`config.mk`:
```
export PLATFORM = sky130hd
export DESIGN_NAME = abs_value_pipe
export DESIGN_NICKNAME = d
export VERILOG_FILES = /design/src/rtl/abs_value_pkg.sv /design/src/rtl/abs_value_pipe_stage.sv /design/src/rtl/abs_value_pipe.sv
export SDC_FILE = /design/constraint.sdc
export NUM_CORES = 1
export LEC_CHECK = 0
export ABC_AREA = 1
export BUFFER_PORTS_ARGS = -buffer_cell sky130_fd_sc_hd__clkbuf_2
export CORE_MARGIN = 2
export CORE_UTILIZATION = 40
export DETAILED_ROUTE_END_ITERATION = 6
export GPL_TIMING_DRIVEN = 0
export PLACE_DENSITY = 0.72
export SLEW_MARGIN = 20
export SYNTH_ARGS = -nofsm -noshare
export SYNTH_HDL_FRONTEND = slang
export SYNTH_SLANG_ARGS = --single-unit
export TNS_END_PERCENT = 50
```
`constraint.sdc`:
```
create_clock -name clk -period 2.8 [get_ports clk]
set_clock_uncertainty 0.1 [all_clocks]
set_input_delay 0.14 -clock clk [delete_from_list [all_inputs] [get_ports clk]]
set_output_delay 0.14 -clock clk [all_outputs]
set_load 0.005 [all_outputs]
```
`src/rtl/abs_value_pkg.sv`:
```
// -----------------------------------------------------------------------------
// abs_value_pkg
//   Shared types, limits and the absolute-value/saturation function used by the
//   pipelined absolute-value unit (and intended for reuse by vector ALU lanes).
//
//   Contents:
//     MAX_W, WIDTH_MIN/MAX, STAGES_MIN/MAX  legal parameter limits
//     abs_flags_t                          per-beat status flags {neg, ovf}
//     abs_result_t                         {data[MAX_W], flags}
//     abs_sat()                            magnitude + flags for a WIDTH-bit operand
// -----------------------------------------------------------------------------
package abs_value_pkg;

    localparam int unsigned MAX_W      = 64;
    localparam int unsigned WIDTH_MIN  = 2;
    localparam int unsigned WIDTH_MAX  = 64;
    localparam int unsigned STAGES_MIN = 1;
    localparam int unsigned STAGES_MAX = 4;

    typedef struct packed {
        logic neg;
        logic ovf;
    } abs_flags_t;

    typedef struct packed {
        logic [MAX_W-1:0] data;
        abs_flags_t       flags;
    } abs_result_t;

    // Operand occupies data[width-1:0]; the result magnitude occupies the same
    // bits and everything above is returned as zero. The signed minimum either
    // clamps to the largest positive value or is reported as the unsigned
    // magnitude 2^(width-1).
    function automatic abs_result_t abs_sat(
        input logic [MAX_W-1:0] data,
        input int unsigned      width,
        input logic             is_signed,
        input logic             saturate
    );
        abs_result_t      r;
        logic [MAX_W-1:0] mask;
        logic [MAX_W-1:0] msb;
        logic [MAX_W-1:0] mag;
        logic             neg;
        logic             ovf;

        mask = (width >= MAX_W) ? '1 : ((MAX_W'(1) << width) - MAX_W'(1));
        msb  = MAX_W'(1) << (width - 1);
        neg  = is_signed & ((data & msb) != '0);
        // mask >> 1 selects every operand bit below the sign bit
        ovf  = neg & ((data & (mask >> 1)) == '0);
        mag  = neg ? ((~data + MAX_W'(1)) & mask) : (data & mask);
        if (ovf && saturate) begin
            mag = msb - MAX_W'(1);
        end
        r.data      = mag;
        r.flags.neg = neg;
        r.flags.ovf = ovf;
        return r;
    endfunction

endpackage

```
`src/rtl/abs_value_pipe_stage.sv`:
```
// -----------------------------------------------------------------------------
// abs_pipe_stage
//   One valid/ready register slice. Ready is combinational (!valid | downstream
//   ready), so a chain of these slices runs at full throughput and collapses
//   bubbles under backpressure.
//
//   Ports:
//     clk, rst      clock, asynchronous active-high reset
//     up_valid_i    upstream beat valid
//     up_data_i     upstream payload [PW]
//     up_ready_o    slice can take a beat this cycle
//     dn_valid_o    slice holds a beat
//     dn_data_o     held payload [PW]
//     dn_ready_i    downstream accepts the held beat
// -----------------------------------------------------------------------------
module abs_pipe_stage #(
    parameter int PW = 34
) (
    input  logic          clk,
    input  logic          rst,
    input  logic          up_valid_i,
    input  logic [PW-1:0] up_data_i,
    output logic          up_ready_o,
    output logic          dn_valid_o,
    output logic [PW-1:0] dn_data_o,
    input  logic          dn_ready_i
);

    logic          valid_q, valid_d;
    logic [PW-1:0] data_q, data_d;

    assign up_ready_o = !valid_q || dn_ready_i;

    always_comb begin
        valid_d = valid_q;
        data_d  = data_q;
        if (up_ready_o) begin
            valid_d = up_valid_i;
            // Payload holds across bubbles so the output stays quiet.
            if (up_valid_i) begin
                data_d = up_data_i;
            end
        end
    end

    // ---- slice register ----
    always_ff @(posedge clk or posedge rst) begin
        if (rst) begin
            valid_q <= 1'b0;
            data_q  <= '0;
        end else begin
            valid_q <= valid_d;
            data_q  <= data_d;
        end
    end

    assign dn_valid_o = valid_q;
    assign dn_data_o  = data_q;

endmodule

```
`src/rtl/abs_value_pipe.sv`:
```
// -----------------------------------------------------------------------------
// abs_value_pipe
//   Pipelined absolute-value unit with valid/ready handshake. The magnitude and
//   flags are computed combinationally on the input beat and then carried
//   through STAGES register slices; latency is STAGES cycles, throughput one
//   beat per cycle.
//
//   Parameters: WIDTH (2..64), STAGES (1..4), SATURATE (clamp signed minimum)
//   Ports:
//     clk, rst              clock, asynchronous active-high reset
//     in_valid/in_ready     input handshake
//     in_data [WIDTH]       operand
//     in_signed             1: two's complement operand, 0: unsigned pass-through
//     out_valid/out_ready   output handshake
//     out_data [WIDTH]      magnitude
//     out_neg               operand was negative
//     out_ovf               operand was the signed minimum
// -----------------------------------------------------------------------------
module abs_value_pipe
    import abs_value_pkg::*;
#(
    parameter int WIDTH    = 32,
    parameter int STAGES   = 2,
    parameter bit SATURATE = 1'b1
) (
    input  logic             clk,
    input  logic             rst,
    input  logic             in_valid,
    output logic             in_ready,
    input  logic [WIDTH-1:0] in_data,
    input  logic             in_signed,
    output logic             out_valid,
    input  logic             out_ready,
    output logic [WIDTH-1:0] out_data,
    output logic             out_neg,
    output logic             out_ovf
);

    localparam int PW = WIDTH + 2;

    if (WIDTH < int'(WIDTH_MIN) || WIDTH > int'(WIDTH_MAX) ||
        STAGES < int'(STAGES_MIN) || STAGES > int'(STAGES_MAX)) begin : g_bad_param
        $error("abs_value_pipe: WIDTH or STAGES out of range");
    end

    logic [MAX_W-1:0] in_ext;
    abs_result_t      res_d;
    logic [PW-1:0]    payload_d;

    assign in_ext = MAX_W'(in_data);

    always_comb begin
        res_d = abs_sat(in_ext, WIDTH, in_signed, SATURATE);
    end

    assign payload_d = {res_d.data[WIDTH-1:0], res_d.flags.neg, res_d.flags.ovf};

    // The function zeroes bits above WIDTH; they are intentionally dropped.
    if (WIDTH < int'(MAX_W)) begin : g_hi
        logic unused_hi;
        assign unused_hi = ^res_d.data[MAX_W-1:WIDTH];
    end

    // Index k is the input side of slice k; index STAGES is the output port.
    logic [STAGES:0]         vld_p;
    logic [STAGES:0]         rdy_p;
    logic [STAGES:0][PW-1:0] dat_p;

    assign vld_p[0]      = in_valid;
    assign dat_p[0]      = payload_d;
    assign rdy_p[STAGES] = out_ready;
    assign in_ready      = rdy_p[0];

    for (genvar k = 0; k < STAGES; k++) begin : g_stage
        // ---- pipeline stage k ----
        abs_pipe_stage #(
            .PW(PW)
        ) u_stage (
            .clk        (clk),
            .rst        (rst),
            .up_valid_i (vld_p[k]),
            .up_data_i  (dat_p[k]),
            .up_ready_o (rdy_p[k]),
            .dn_valid_o (vld_p[k+1]),
            .dn_data_o  (dat_p[k+1]),
            .dn_ready_i (rdy_p[k+1])
        );
    end

    assign out_valid                     = vld_p[STAGES];
    assign {out_data, out_neg, out_ovf}  = dat_p[STAGES];

endmodule

```
==> impl_summary.log, run 1 <==
[metrics] run status: finished clean
[metrics] maximum vdd ir drop: 0.000220 V
[metrics] Ys Warns: 0
[metrics] number of buffers between clock root and the deepest sink: 2
[metrics] layout net count: 612
[metrics] Antenna Cells: 0
[metrics] number of antenna violations at the first check in global routing: 0
[metrics] number of non-filler instances in the completed layout: 712
[metrics] GRT Overall Usage: 19.6%
[metrics] Relative slew margins: 62.1%
[metrics] Core Area: 9680 sq um
[metrics] synth unique cells: 26
[metrics] setup repair after global routing missed its margin: no
[metrics] Detail Route Antenna Nets: 0
[metrics] startpoint class of the critical path: primary input
[metrics] path class of the lowest-slack min-delay path: primary input to register
[metrics] Synth-to-Final Area Change: 20.7%
[metrics] vias in the first global route: 3,197
[metrics] flop2flop setup slack: 1.04 ns
[metrics] highest net fanout along the worst path: 10
[metrics] effective utilization at floorplan: 40.7%
[metrics] async set-reset flop share out of synthesis: 100%
[metrics] number of standard cells after synthesis: 485
[metrics] maximum number of pins on one net before global-route repair: 50
[metrics] endpoint required time on the critical path: 2.99 ns
[metrics] Most used DFF post-synth: sky130_fd_sc_hd__dfrtp_1
[metrics] first-pass GRT wire length: 15,700 um
[metrics] hold slack: 0.0256 ns
[metrics] number of gates given a new drive strength after cts: 0
[metrics] depth of the CTS H-tree: 3
[metrics] crit end category: register
[metrics] post-detailed-placement half-perimeter wirelength: 7300 um
[metrics] Reg clk slew, reported paths: 0.07 ns
[metrics] utilization after layout: 49.1%
[metrics] die area: 10,700 sq um
[metrics] Detailed Route WL: 9470 um
[metrics] clock tree from TritonCTS: done
[metrics] layout cells sized above 1: 32.3%
[metrics] share of the clock period used by the worst path: 66.2%
[metrics] clock network latency to the later pin of the worst-skew pair: 0.36 ns
[metrics] number of nets in the synthesized netlist: 523
[metrics] Max Slew Vio Count: 0
[metrics] root buffer cell: sky130_fd_sc_hd__clkbuf_8
[metrics] sequential-to-total area share from yosys stat: 44.5%
[metrics] final hold vios: 0
[metrics] remaining global-route overflow: 0
[metrics] power density of the placed cells: 689 nW/um^2
[metrics] worst-case setup margin in the final layout: 0.947 ns
[metrics] GP Congestion: 0.977
[metrics] Initial DRC Count: 86
[metrics] area of the mapped netlist: 3940 sq um
[metrics] combinational family with the most area after synthesis: simple AND/OR/NAND/NOR gates
[metrics] # setup viols final: 0
[metrics] quantity of I/O buffers inserted on ports: 72
[metrics] TritonCTS Sinks: 70
[metrics] flops & latches, synth: 70
[metrics] count of boundary I/O pins: 73
[metrics] Post-Synth Simple-Gate Area: 27.5%
[metrics] number of buffers inserted during clock tree synthesis: 9
[metrics] first drt pass iteration count: 4
[metrics] routed length per placed instance: 13.3 um
[metrics] final critical path time including I/O delays and setup: 1.85 ns
[metrics] via total after detailed routing: 3,234
[metrics] residual DRC count: 0
[metrics] Synth Area in XOR/XNOR: 3.11%
[metrics] Max Clock Freq: 540 MHz
[metrics] synthesized-area fraction occupied by ao, oa, aoi and oai cells: 4.80%
[metrics] Total Negative Setup Slacks: 0 ns
[metrics] per-cell via count in the routed design: 4.54
[metrics] count of flip-flops with a built-in enable after synthesis: 0
[metrics] die height: 103 um
[metrics] post-synthesis adder-cell area fraction: 0.318%
[metrics] Mapped Avg Cell Area: 8.12 sq um
[metrics] worst setup path class: primary input to register
[metrics] die boundary width: 103 um
[metrics] count of standard-cell rows: 36
[metrics] number of violations of the max-capacitance limit: 0
[metrics] leakage power figure: 2.39 nW
[metrics] Tightest Pin Transition: 0.569 ns
[metrics] number of placed cells counting well taps: 691
[metrics] WP data arrival: 2.04 ns
[metrics] pre-CTS WS: 1.05 ns
[metrics] share of synthesized area spent on multiplexers: 8.86%
## synthesized netlist by cell type (3+ instances only)
| cell | number | area [sq um] |
|---|---|---|
| sky130_fd_sc_hd__nand2_1 | 127 | 477 |
| sky130_fd_sc_hd__nor2_1 | 105 | 394 |
| sky130_fd_sc_hd__dfrtp_1 | 70 | 1750 |
| sky130_fd_sc_hd__buf_4 | 32 | 240 |
| sky130_fd_sc_hd__mux2_2 | 31 | 349 |
| sky130_fd_sc_hd__inv_1 | 30 | 113 |
| sky130_fd_sc_hd__nand3_1 | 17 | 85.1 |
| sky130_fd_sc_hd__o21ai_0 | 13 | 65.1 |
| sky130_fd_sc_hd__a21oi_2 | 10 | 87.6 |
| sky130_fd_sc_hd__buf_2 | 10 | 50.1 |
| sky130_fd_sc_hd__xor2_1 | 9 | 78.8 |
| sky130_fd_sc_hd__o22ai_1 | 5 | 31.3 |
| sky130_fd_sc_hd__xnor2_1 | 5 | 43.8 |
| sky130_fd_sc_hd__inv_2 | 3 | 11.3 |
| sky130_fd_sc_hd__nor2_2 | 3 | 18.8 |
## metal layers
metal | track usage, % | wire (um) | share of wire (%) | vias to the layer above
met5 | 0 | 0 | 0 | -
met4 | 9.82 | 260 | 2.7 | 0
met3 | 3.16 | 276 | 2.9 | 17
met2 | 31.9 | 4480 | 47 | 58
met1 | 25.5 | 4450 | 47 | 1495
li1 | - | - | - | 1664
## cell usage in the layout (no fill, tap or decap), types with 3 or more instances in the layout
master                            n
sky130_fd_sc_hd__inv_1           29
sky130_fd_sc_hd__clkbuf_8        11
sky130_fd_sc_hd__clkbuf_2        72
sky130_fd_sc_hd__nand2_1        127
sky130_fd_sc_hd__nor2_2           3
sky130_fd_sc_hd__o22ai_1          5
sky130_fd_sc_hd__inv_2            3
sky130_fd_sc_hd__buf_4           32
sky130_fd_sc_hd__mux2_2          31
sky130_fd_sc_hd__dfrtp_1         70
sky130_fd_sc_hd__dlygate4sd3_1    5
sky130_fd_sc_hd__buf_2           10
sky130_fd_sc_hd__nand3_1         17
sky130_fd_sc_hd__o21ai_0         13
sky130_fd_sc_hd__xor2_1           9
sky130_fd_sc_hd__xnor2_1          5
sky130_fd_sc_hd__nor2_1         105
sky130_fd_sc_hd__a21oi_2         10
## repair_timing
item                      CTS  global route
hold endpoints to repair   75             0
hold buffers                5             0
setup buffers               0             0
## metrics by stage
stage               cell area (sq um)  total power, mW
floorplan                        3940             2.10
global placement                 4470             2.42
detailed placement               4500             2.46
CTS                              4760             3.32
global route                     4760             3.51
finish                           4760             3.28
## cells by family after synthesis
family                     count (synthesis)
AOI/OAI and AO/OA                         29
muxes                                     31
and+or+nand+nor                          262
adders and majority gates                  1
buffers and inverters                     78
xor gates and xnor gates                  14
DFF                                       70
## power by group
part | switching, mW | total, mW | internal, mW
combinational | 0.426 | 1.02 | 0.595
sequential | 0.127 | 1.40 | 1.28
clock | 0.392 | 0.851 | 0.460
total | 0.945 | 3.28 | 2.33
## state kept, by name, summed over array words and instances (netlist names)
name,flops
g_stage.u_stage.dn_valid_o,2
g_stage.u_stage.dn_data_o,68
## critical path, cell delays in order
cell and delay (ns):
sky130_fd_sc_hd__dlygate4sd3_1 0.53, sky130_fd_sc_hd__clkbuf_2 0.12, sky130_fd_sc_hd__inv_1 0.08, sky130_fd_sc_hd__ha_1 0.20
sky130_fd_sc_hd__nand2_2 0.11, sky130_fd_sc_hd__nor2_8 0.17, sky130_fd_sc_hd__nand4_4 0.16, sky130_fd_sc_hd__nand2_4 0.17
sky130_fd_sc_hd__inv_2 0.06, sky130_fd_sc_hd__buf_6 0.16, sky130_fd_sc_hd__a21oi_2 0.14
## final timing paths
check,start,end,depth (start not counted)
worst max-delay path,in_data[0],g_stage[0].u_stage.dn_data_o[32],11
worst min-delay path,in_data[7],g_stage[0].u_stage.dn_data_o[9],4
worst max register to register,g_stage[1].u_stage.dn_valid_o,g_stage[0].u_stage.dn_data_o[33],5
worst min register to register,g_stage[1].u_stage.dn_data_o[0],g_stage[1].u_stage.dn_data_o[0],2
max in group asynchronous,rst,g_stage[1].u_stage.dn_data_o[6],4
min in group asynchronous,rst,g_stage[1].u_stage.dn_data_o[17],3
## cell type report
cell class / count / area [sq um]
sequential: 70 / 1750
multi-input combinational: 337 / 1760
inverter: 33 / 126
clock buffer: 11 / 151
timing repair buffer: 78 / 438
clock inverter: 5 / 57.6
buffer: 45 / 309
fill: 957 / 4930
tap: 133 / 166
(Power assumes the default switching activity.)
==> run 2: changes to the inputs <==
Settings changed: PLACE_DENSITY 0.72 to 0.74.
Clock period 2.8 ns to 1.7 ns, I/O delays scaled along.
==> impl_summary.log, run 2 (synthesis gave the netlist of run 1 again) <==
[metrics] Detailed Route WL: 9570 um (+1.1%)
[metrics] leakage power figure: 2.44 nW (+2.1%)
[metrics] Synth-to-Final Area Change: 25.4%
[metrics] share of the clock period used by the worst path: 97.5%
[metrics] endpoint required time on the critical path: 1.88 ns (-1.11 ns)
[metrics] pre-CTS WS: -0.0844 ns (-1.13 ns)
[metrics] layout net count: 625 (+2.1%)
[metrics] Worst path max stage delay: 0.55 ns (+0.02 ns)
[metrics] top library cells by usage in the layout, fill and taps aside: 123 x sky130_fd_sc_hd__nand2_1, 101 x sky130_fd_sc_hd__nor2_1, 72 x sky130_fd_sc_hd__clkbuf_2, 70 x sky130_fd_sc_hd__dfrtp_1, 34 x sky130_fd_sc_hd__buf_4
[metrics] vias in the first global route: 3,222 (+0.78%)
[metrics] GRT Overall Usage: 19.3% (-0.29 points)
[metrics] final hold vios: 0 (unchanged)
[metrics] count of boundary I/O pins: 73 (unchanged)
[metrics] Core Area: 9680 sq um (unchanged)
[metrics] # setup viols final: 0 (unchanged)
[metrics] via total after detailed routing: 3,304 (+2.2%)
[metrics] crit end category: register
[metrics] Detail Route Antenna Nets: 0 (unchanged)
[metrics] most common library cell in the layout ignoring fill and taps: sky130_fd_sc_hd__nand2_1
[metrics] hold path startpoint: in_data[6]
[metrics] power density of the placed cells: 1090 nW/um^2 (+58%)
[metrics] R2R cell count: 5 (unchanged)
[metrics] maximum vdd ir drop: 0.000445 V (+100%)
[metrics] sequential standard cell area: 1750 sq um (unchanged)
[metrics] effective utilization at floorplan: 40.7% (unchanged)
[metrics] per-cell via count in the routed design: 4.56 (+0.47%)
[metrics] post-detailed-placement half-perimeter wirelength: 7340 um (+0.55%)
[metrics] utilization after layout: 51.0% (+1.9 points)
[metrics] Initial DRC Count: 119 (+38%)
[metrics] number of placed cells counting well taps: 692 (+0.14%)
[metrics] number of non-filler instances in the completed layout: 724 (+1.7%)
[metrics] die area: 10,700 sq um (unchanged)
[metrics] Placement Cell Area: 4520 sq um (+0.47%)
[metrics] highest net fanout along the worst path: 10 (unchanged)
[metrics] total power consumption of the routed design: 5.38 mW (+64%)
[metrics] GP Congestion: 0.935 (-4.3%)
[metrics] Relative slew margins: 64.2% (+2.2 points)
[metrics] number of buffers between clock root and the deepest sink: 2 (unchanged)
[metrics] Reg clk slew, reported paths: 0.07 ns (about the same)
[metrics] depth of the CTS H-tree: 3 (unchanged)
[metrics] number of antenna violations at the first check in global routing: 0 (unchanged)
[metrics] TritonCTS Sinks: 70 (unchanged)
[metrics] quantity of I/O buffers inserted on ports: 72 (unchanged)
[metrics] final critical path time including I/O delays and setup: 1.66 ns
[metrics] die height: 103 um (unchanged)
[metrics] worst-case setup margin in the final layout: 0.0433 ns (-0.903 ns)
[metrics] first-pass GRT wire length: 15,400 um (-2.1%)
[metrics] clock network latency to the later pin of the worst-skew pair: 0.36 ns (about the same)
[metrics] hold slack: 0.0288 ns (+0.00323 ns)
[metrics] Fill cells: 946 (-1.1%)
[metrics] maximum number of pins on one net before global-route repair: 31 (-38%)
[metrics] worst setup path class: primary input to register
[metrics] flop2flop setup slack: 0.14 ns (-0.90 ns)
[metrics] number of buffers inserted during clock tree synthesis: 9 (unchanged)
[metrics] residual DRC count: 0 (unchanged)
[metrics] remaining global-route overflow: 0 (unchanged)
[metrics] run status: finished clean
[metrics] Hold Path Cell Cnt: 4 (unchanged)
[metrics] startpoint class of the critical path: primary input
[metrics] routed length per placed instance: 13.2 um (-0.58%)
[metrics] Max Slew Vio Count: 0 (unchanged)
[metrics] setup repair after global routing missed its margin: yes
[metrics] die boundary width: 103 um (unchanged)
[metrics] path class of the lowest-slack min-delay path: primary input to register
[metrics] final non-filler cell area: 4940 sq um (+3.9%)
[metrics] clock tree from TritonCTS: done
[metrics] number of flip-flops under the largest register name: 68 (unchanged)
[metrics] first drt pass iteration count: 4 (unchanged)
[metrics] Hold Path Sink: g_stage[0].u_stage.dn_data_o[8]
[metrics] reg2reg end: g_stage[1].u_stage.dn_data_o[6]
[metrics] WP data arrival: 1.84 ns (-0.20 ns)
[metrics] root buffer cell: sky130_fd_sc_hd__clkbuf_8
[metrics] number of violations of the max-capacitance limit: 0 (unchanged)
[metrics] Antenna Cells: 0 (unchanged)
[metrics] count of standard-cell rows: 36 (unchanged)
[metrics] Total Negative Setup Slacks: 0 ns (unchanged)
[metrics] Tightest Pin Transition: 0.536 ns (-0.0334 ns)
[metrics] Max Clock Freq: 604 MHz
[metrics] multi-input gate area in the final layout: 1790 sq um (+2.2%)
[metrics] FF-to-FF Start: g_stage[1].u_stage.dn_valid_o
[metrics] sequence of cells on the critical path: dlygate4sd3_1 -> clkbuf_2 -> nor2_2 -> nand2_2 -> nor2_8 -> nand4_4 -> nand2_8 -> inv_2 -> buf_6 -> a21oi_2
[metrics] slowest stage cell on the critical path: sky130_fd_sc_hd__dlygate4sd3_1
[metrics] layout cells sized above 1: 32.8% (+0.53 points)
==> run 2: worst max path at each step <==
stage                                             start                                to  slack (ns)  depth (start not counted)
final                                        in_data[7]  g_stage[0].u_stage.dn_data_o[32]        0.04                         10
after detailed placement  g_stage[1].u_stage.dn_valid_o  g_stage[0].u_stage.dn_data_o[33]       -0.08                          5
after global routing                         in_data[7]  g_stage[0].u_stage.dn_data_o[28]       -0.03                         12
after floorplan           g_stage[1].u_stage.dn_valid_o  g_stage[1].u_stage.dn_data_o[10]        0.23                          5
after CTS                                     out_ready   g_stage[1].u_stage.dn_data_o[6]        0.01                          8
after global placement    g_stage[1].u_stage.dn_valid_o  g_stage[0].u_stage.dn_data_o[33]       -0.01                          5
==> run 2: layer usage <==
metal  track usage [%]  vias to the layer above  share of wire (%)
li1                  -                     1683                  -
met1              23.1                     1540                 44
met2              34.3                       68                 51
met3              3.70                       13                3.5
met4              8.00                        0                1.9
met5                 0                        -                  0
==> run 2: report_power, final <==
part	switching [mW]	total, mW	leakage (nW)	internal (mW)
Sequential	0.218	2.32	0.793	2.10
Clock	0.617	1.33	0.0887	0.710
Combinational	0.714	1.73	1.56	1.02
==> run 2: worst max-delay path, delay by kind of cell <==
| kind | cells | cell delay [ns] |
|---|---|---|
| buf+inv | 4 | 0.89 |
| simple gates | 5 | 0.71 |
| compound gates | 1 | 0.14 |
==> run 2: area by class of cell <==
class	instances	area share (%)
Multi-Input combinational cell	337	36.3
Sequential cell	70	35.5
Timing Repair Buffer	91	11.8
Buffer	45	6.61
Tap cell	133	3.37
Clock buffer	12	2.94
Inverter	33	2.63
Clock inverter	3	0.912
==> run 2: timing repair <==
item / 4_1_cts / 5_1_grt
hold buffers: 17 / 0
gates resized for setup: 1 / 20
pin swaps: 0 / 3
endpoints found under the setup margin: 10 / 38
hold endpoints to repair: 56 / 0
buffers inserted: 0 / 1
==> run 3: changes to the inputs <==
==> constraint.sdc (replaced) <==
create_clock -name clk -period 1.7 [get_ports clk]
set_clock_uncertainty 0.1 [all_clocks]
set_input_delay 0.34 -clock clk [delete_from_list [all_inputs] [get_ports clk]]
set_output_delay 0.34 -clock clk [all_outputs]
set_load 0.005 [all_outputs]
==> impl_summary.log, run 3 (synthesis gave the netlist of run 1 again) <==
[metrics] run status: finished clean
[metrics] number of non-filler instances in the completed layout: 708 (-2.2%)
[metrics] # setup viols final: 0 (unchanged)
[metrics] residual DRC count: 0 (unchanged)
[metrics] count of standard-cell rows: 36 (unchanged)
[metrics] number of placed cells counting well taps: 692 (unchanged)
[metrics] layout net count: 609 (-2.6%)
[metrics] depth of the CTS H-tree: 3 (unchanged)
[metrics] total power consumption of the routed design: 5.33 mW (-0.98%)
[metrics] die height: 103 um (unchanged)
[metrics] crit end category: register
[metrics] vias in the first global route: 3,104 (-3.7%)
[metrics] number of violations of the max-capacitance limit: 0 (unchanged)
[metrics] Total Negative Setup Slacks: 0 ns (unchanged)
[metrics] maximum number of pins on one net before global-route repair: 31 (unchanged)
[metrics] number of antenna violations at the first check in global routing: 0 (unchanged)
[metrics] Hold Path Cell Cnt: 4 (unchanged)
[metrics] Core Area: 9680 sq um (unchanged)
[metrics] reg2reg end: g_stage[1].u_stage.dn_data_o[6]
[metrics] final non-filler cell area: 4730 sq um (-4.3%)
[metrics] die boundary width: 103 um (unchanged)
[metrics] first drt pass iteration count: 4 (unchanged)
[metrics] highest net fanout along the worst path: 10 (unchanged)
[metrics] top library cells by usage in the layout, fill and taps aside: 126 x sky130_fd_sc_hd__nand2_1, 105 x sky130_fd_sc_hd__nor2_1, 73 x sky130_fd_sc_hd__clkbuf_2, 70 x sky130_fd_sc_hd__dfrtp_1, 32 x sky130_fd_sc_hd__buf_4
[metrics] first-pass GRT wire length: 14,900 um (-3.2%)
[metrics] count of boundary I/O pins: 73 (unchanged)
[metrics] effective utilization at floorplan: 40.7% (unchanged)
[metrics] setup repair after global routing missed its margin: yes
[metrics] Synth-to-Final Area Change: 20.0%
[metrics] most common library cell in the layout ignoring fill and taps: sky130_fd_sc_hd__nand2_1
[metrics] number of buffers between clock root and the deepest sink: 2 (unchanged)
[metrics] root buffer cell: sky130_fd_sc_hd__clkbuf_8
[metrics] per-cell via count in the routed design: 4.54 (-0.62%)
[metrics] Worst path max stage delay: 0.37 ns (-0.18 ns)
[metrics] layout cells sized above 1: 32.5% (-0.30 points)
[metrics] Max Slew Vio Count: 0 (unchanged)
[metrics] routed length per placed instance: 13.1 um (-0.89%)
[metrics] flop2flop setup slack: 0.07 ns (-0.07 ns)
[metrics] slowest stage cell on the critical path: sky130_fd_sc_hd__dfrtp_1
[metrics] hold path startpoint: out_ready
[metrics] leakage power figure: 2.36 nW (-3.2%)
[metrics] number of buffers inserted during clock tree synthesis: 9 (unchanged)
[metrics] power density of the placed cells: 1130 nW/um^2 (+3.4%)
[metrics] GRT Overall Usage: 18.7% (-0.65 points)
[metrics] R2R cell count: 5 (unchanged)
[metrics] Detail Route Antenna Nets: 0 (unchanged)
[metrics] startpoint class of the critical path: register
[metrics] via total after detailed routing: 3,211 (-2.8%)
[metrics] Antenna Cells: 0 (unchanged)
[metrics] Reg clk slew, reported paths: 0.07 ns (about the same)
[metrics] clock tree from TritonCTS: done
[metrics] Placement Cell Area: 4520 sq um (unchanged)
[metrics] Max Clock Freq: 615 MHz (+1.9%)
[metrics] remaining global-route overflow: 0 (unchanged)
[metrics] TritonCTS Sinks: 70 (unchanged)
[metrics] clock network latency to the later pin of the worst-skew pair: 0.35 ns (about the same)
[metrics] post-detailed-placement half-perimeter wirelength: 7340 um (unchanged)
[metrics] startpoint of the most critical setup path: g_stage[1].u_stage.dn_valid_o
[metrics] path class of the lowest-slack min-delay path: primary input to register
[metrics] endpoint required time on the critical path: 1.84 ns (-0.04 ns)
[metrics] GP Congestion: 0.935 (unchanged)
[metrics] WP data arrival: 1.77 ns (-0.07 ns)
[metrics] Relative slew margins: 64.0% (-0.20 points)
[metrics] Hold Path Sink: g_stage[1].u_stage.dn_valid_o
[metrics] maximum vdd ir drop: 0.000442 V (-0.68%)
[metrics] number of flip-flops under the largest register name: 68 (unchanged)
[metrics] worst setup path class: register to register
[metrics] Initial DRC Count: 114 (-4.2%)
[metrics] die area: 10,700 sq um (unchanged)
[metrics] final critical path time including I/O delays and setup: 1.63 ns (-0.0302 ns)
[metrics] Detailed Route WL: 9280 um (-3.1%)
[metrics] sequence of cells on the critical path: nand2_1 -> nand2_1 -> buf_2 -> clkbuf_4 -> mux2_2
[metrics] final hold vios: 0 (unchanged)
[metrics] share of the clock period used by the worst path: 95.7% (-1.8 points)
[metrics] Tightest Pin Transition: 0.539 ns (+0.00297 ns)
[metrics] cell mode on critical path: sky130_fd_sc_hd__nand2_1
[metrics] setup bufs post-CTS: 0 (unchanged)
[metrics] quantity of I/O buffers inserted on ports: 72 (unchanged)
[metrics] FF-to-FF Start: g_stage[1].u_stage.dn_valid_o
-- run 3: cell type report --
class,count,area (sq um)
plain buffers,45,315
clock buffers,12,145
clock inverters,3,45.0
fillers,972,4950
inverters,33,130
multi-input cells,337,1760
flip-flops and latches,70,1750
well taps,133,166
repair buffers,75,418
-- run 3: worst max-delay path by stage --
| stage | cells after the start | endpoint | slack [ns] |
|---|---|---|---|
| after floorplan | 9 | g_stage[0].u_stage.dn_data_o[11] | 0.13 |
| after global placement | 10 | g_stage[0].u_stage.dn_data_o[18] | -0.15 |
| after global routing | 5 | g_stage[1].u_stage.dn_data_o[1] | -0.02 |
| final | 5 | g_stage[1].u_stage.dn_data_o[6] | 0.07 |
| after CTS | 5 | g_stage[1].u_stage.dn_data_o[6] | 0.03 |
| after detailed placement | 10 | g_stage[0].u_stage.dn_data_o[32] | -0.21 |
-- run 3: where the power goes --
part	switching, mW	leakage [nW]	internal (mW)
clock	0.617	0.0887	0.710
sequential	0.217	0.793	2.10
combinational	0.696	1.48	0.982
-- run 3: timing repair --
item / 4_1_cts / 5_1_grt
endpoints found under the setup margin: 10 / 23
resized for setup: 1 / 4
hold buffers: 1 / 0
hold endpoints to repair: 20 / 0
pin swaps: 0 / 0
-- run 3: per-stage QoR --
stage / hold slack, ns / utilization, % / worst slack (ns)
2_1_floorplan: 0.349 / - / 0.131
3_3_place_gp: 0.362 / 46.2 / -0.153
3_5_place_dp: 0.303 / 46.7 / -0.207
4_1_cts: 0.133 / 48.7 / 0.0319
5_1_grt: 0.167 / 48.8 / -0.0212
6_report: 0.151 / 48.8 / 0.0735
-- run 3: critical path, delay by kind of cell, from the launching register on --
family | cells | cell delay (ns)
AND/OR/NAND/NOR | 2 | 0.16
flip-flops | 1 | 0.37
multiplexers | 1 | 0.35
buffers and inverters | 2 | 0.51
-- run 3: metal layers --
layer  global-route usage (%)  wire length [um]  up-vias
met4                     7.59               161        0
met2                     32.8              4670       57
met3                     3.56               305       11
li1                         -                 -     1648
met1                     22.6              4140     1495
met5                        0                 0        -
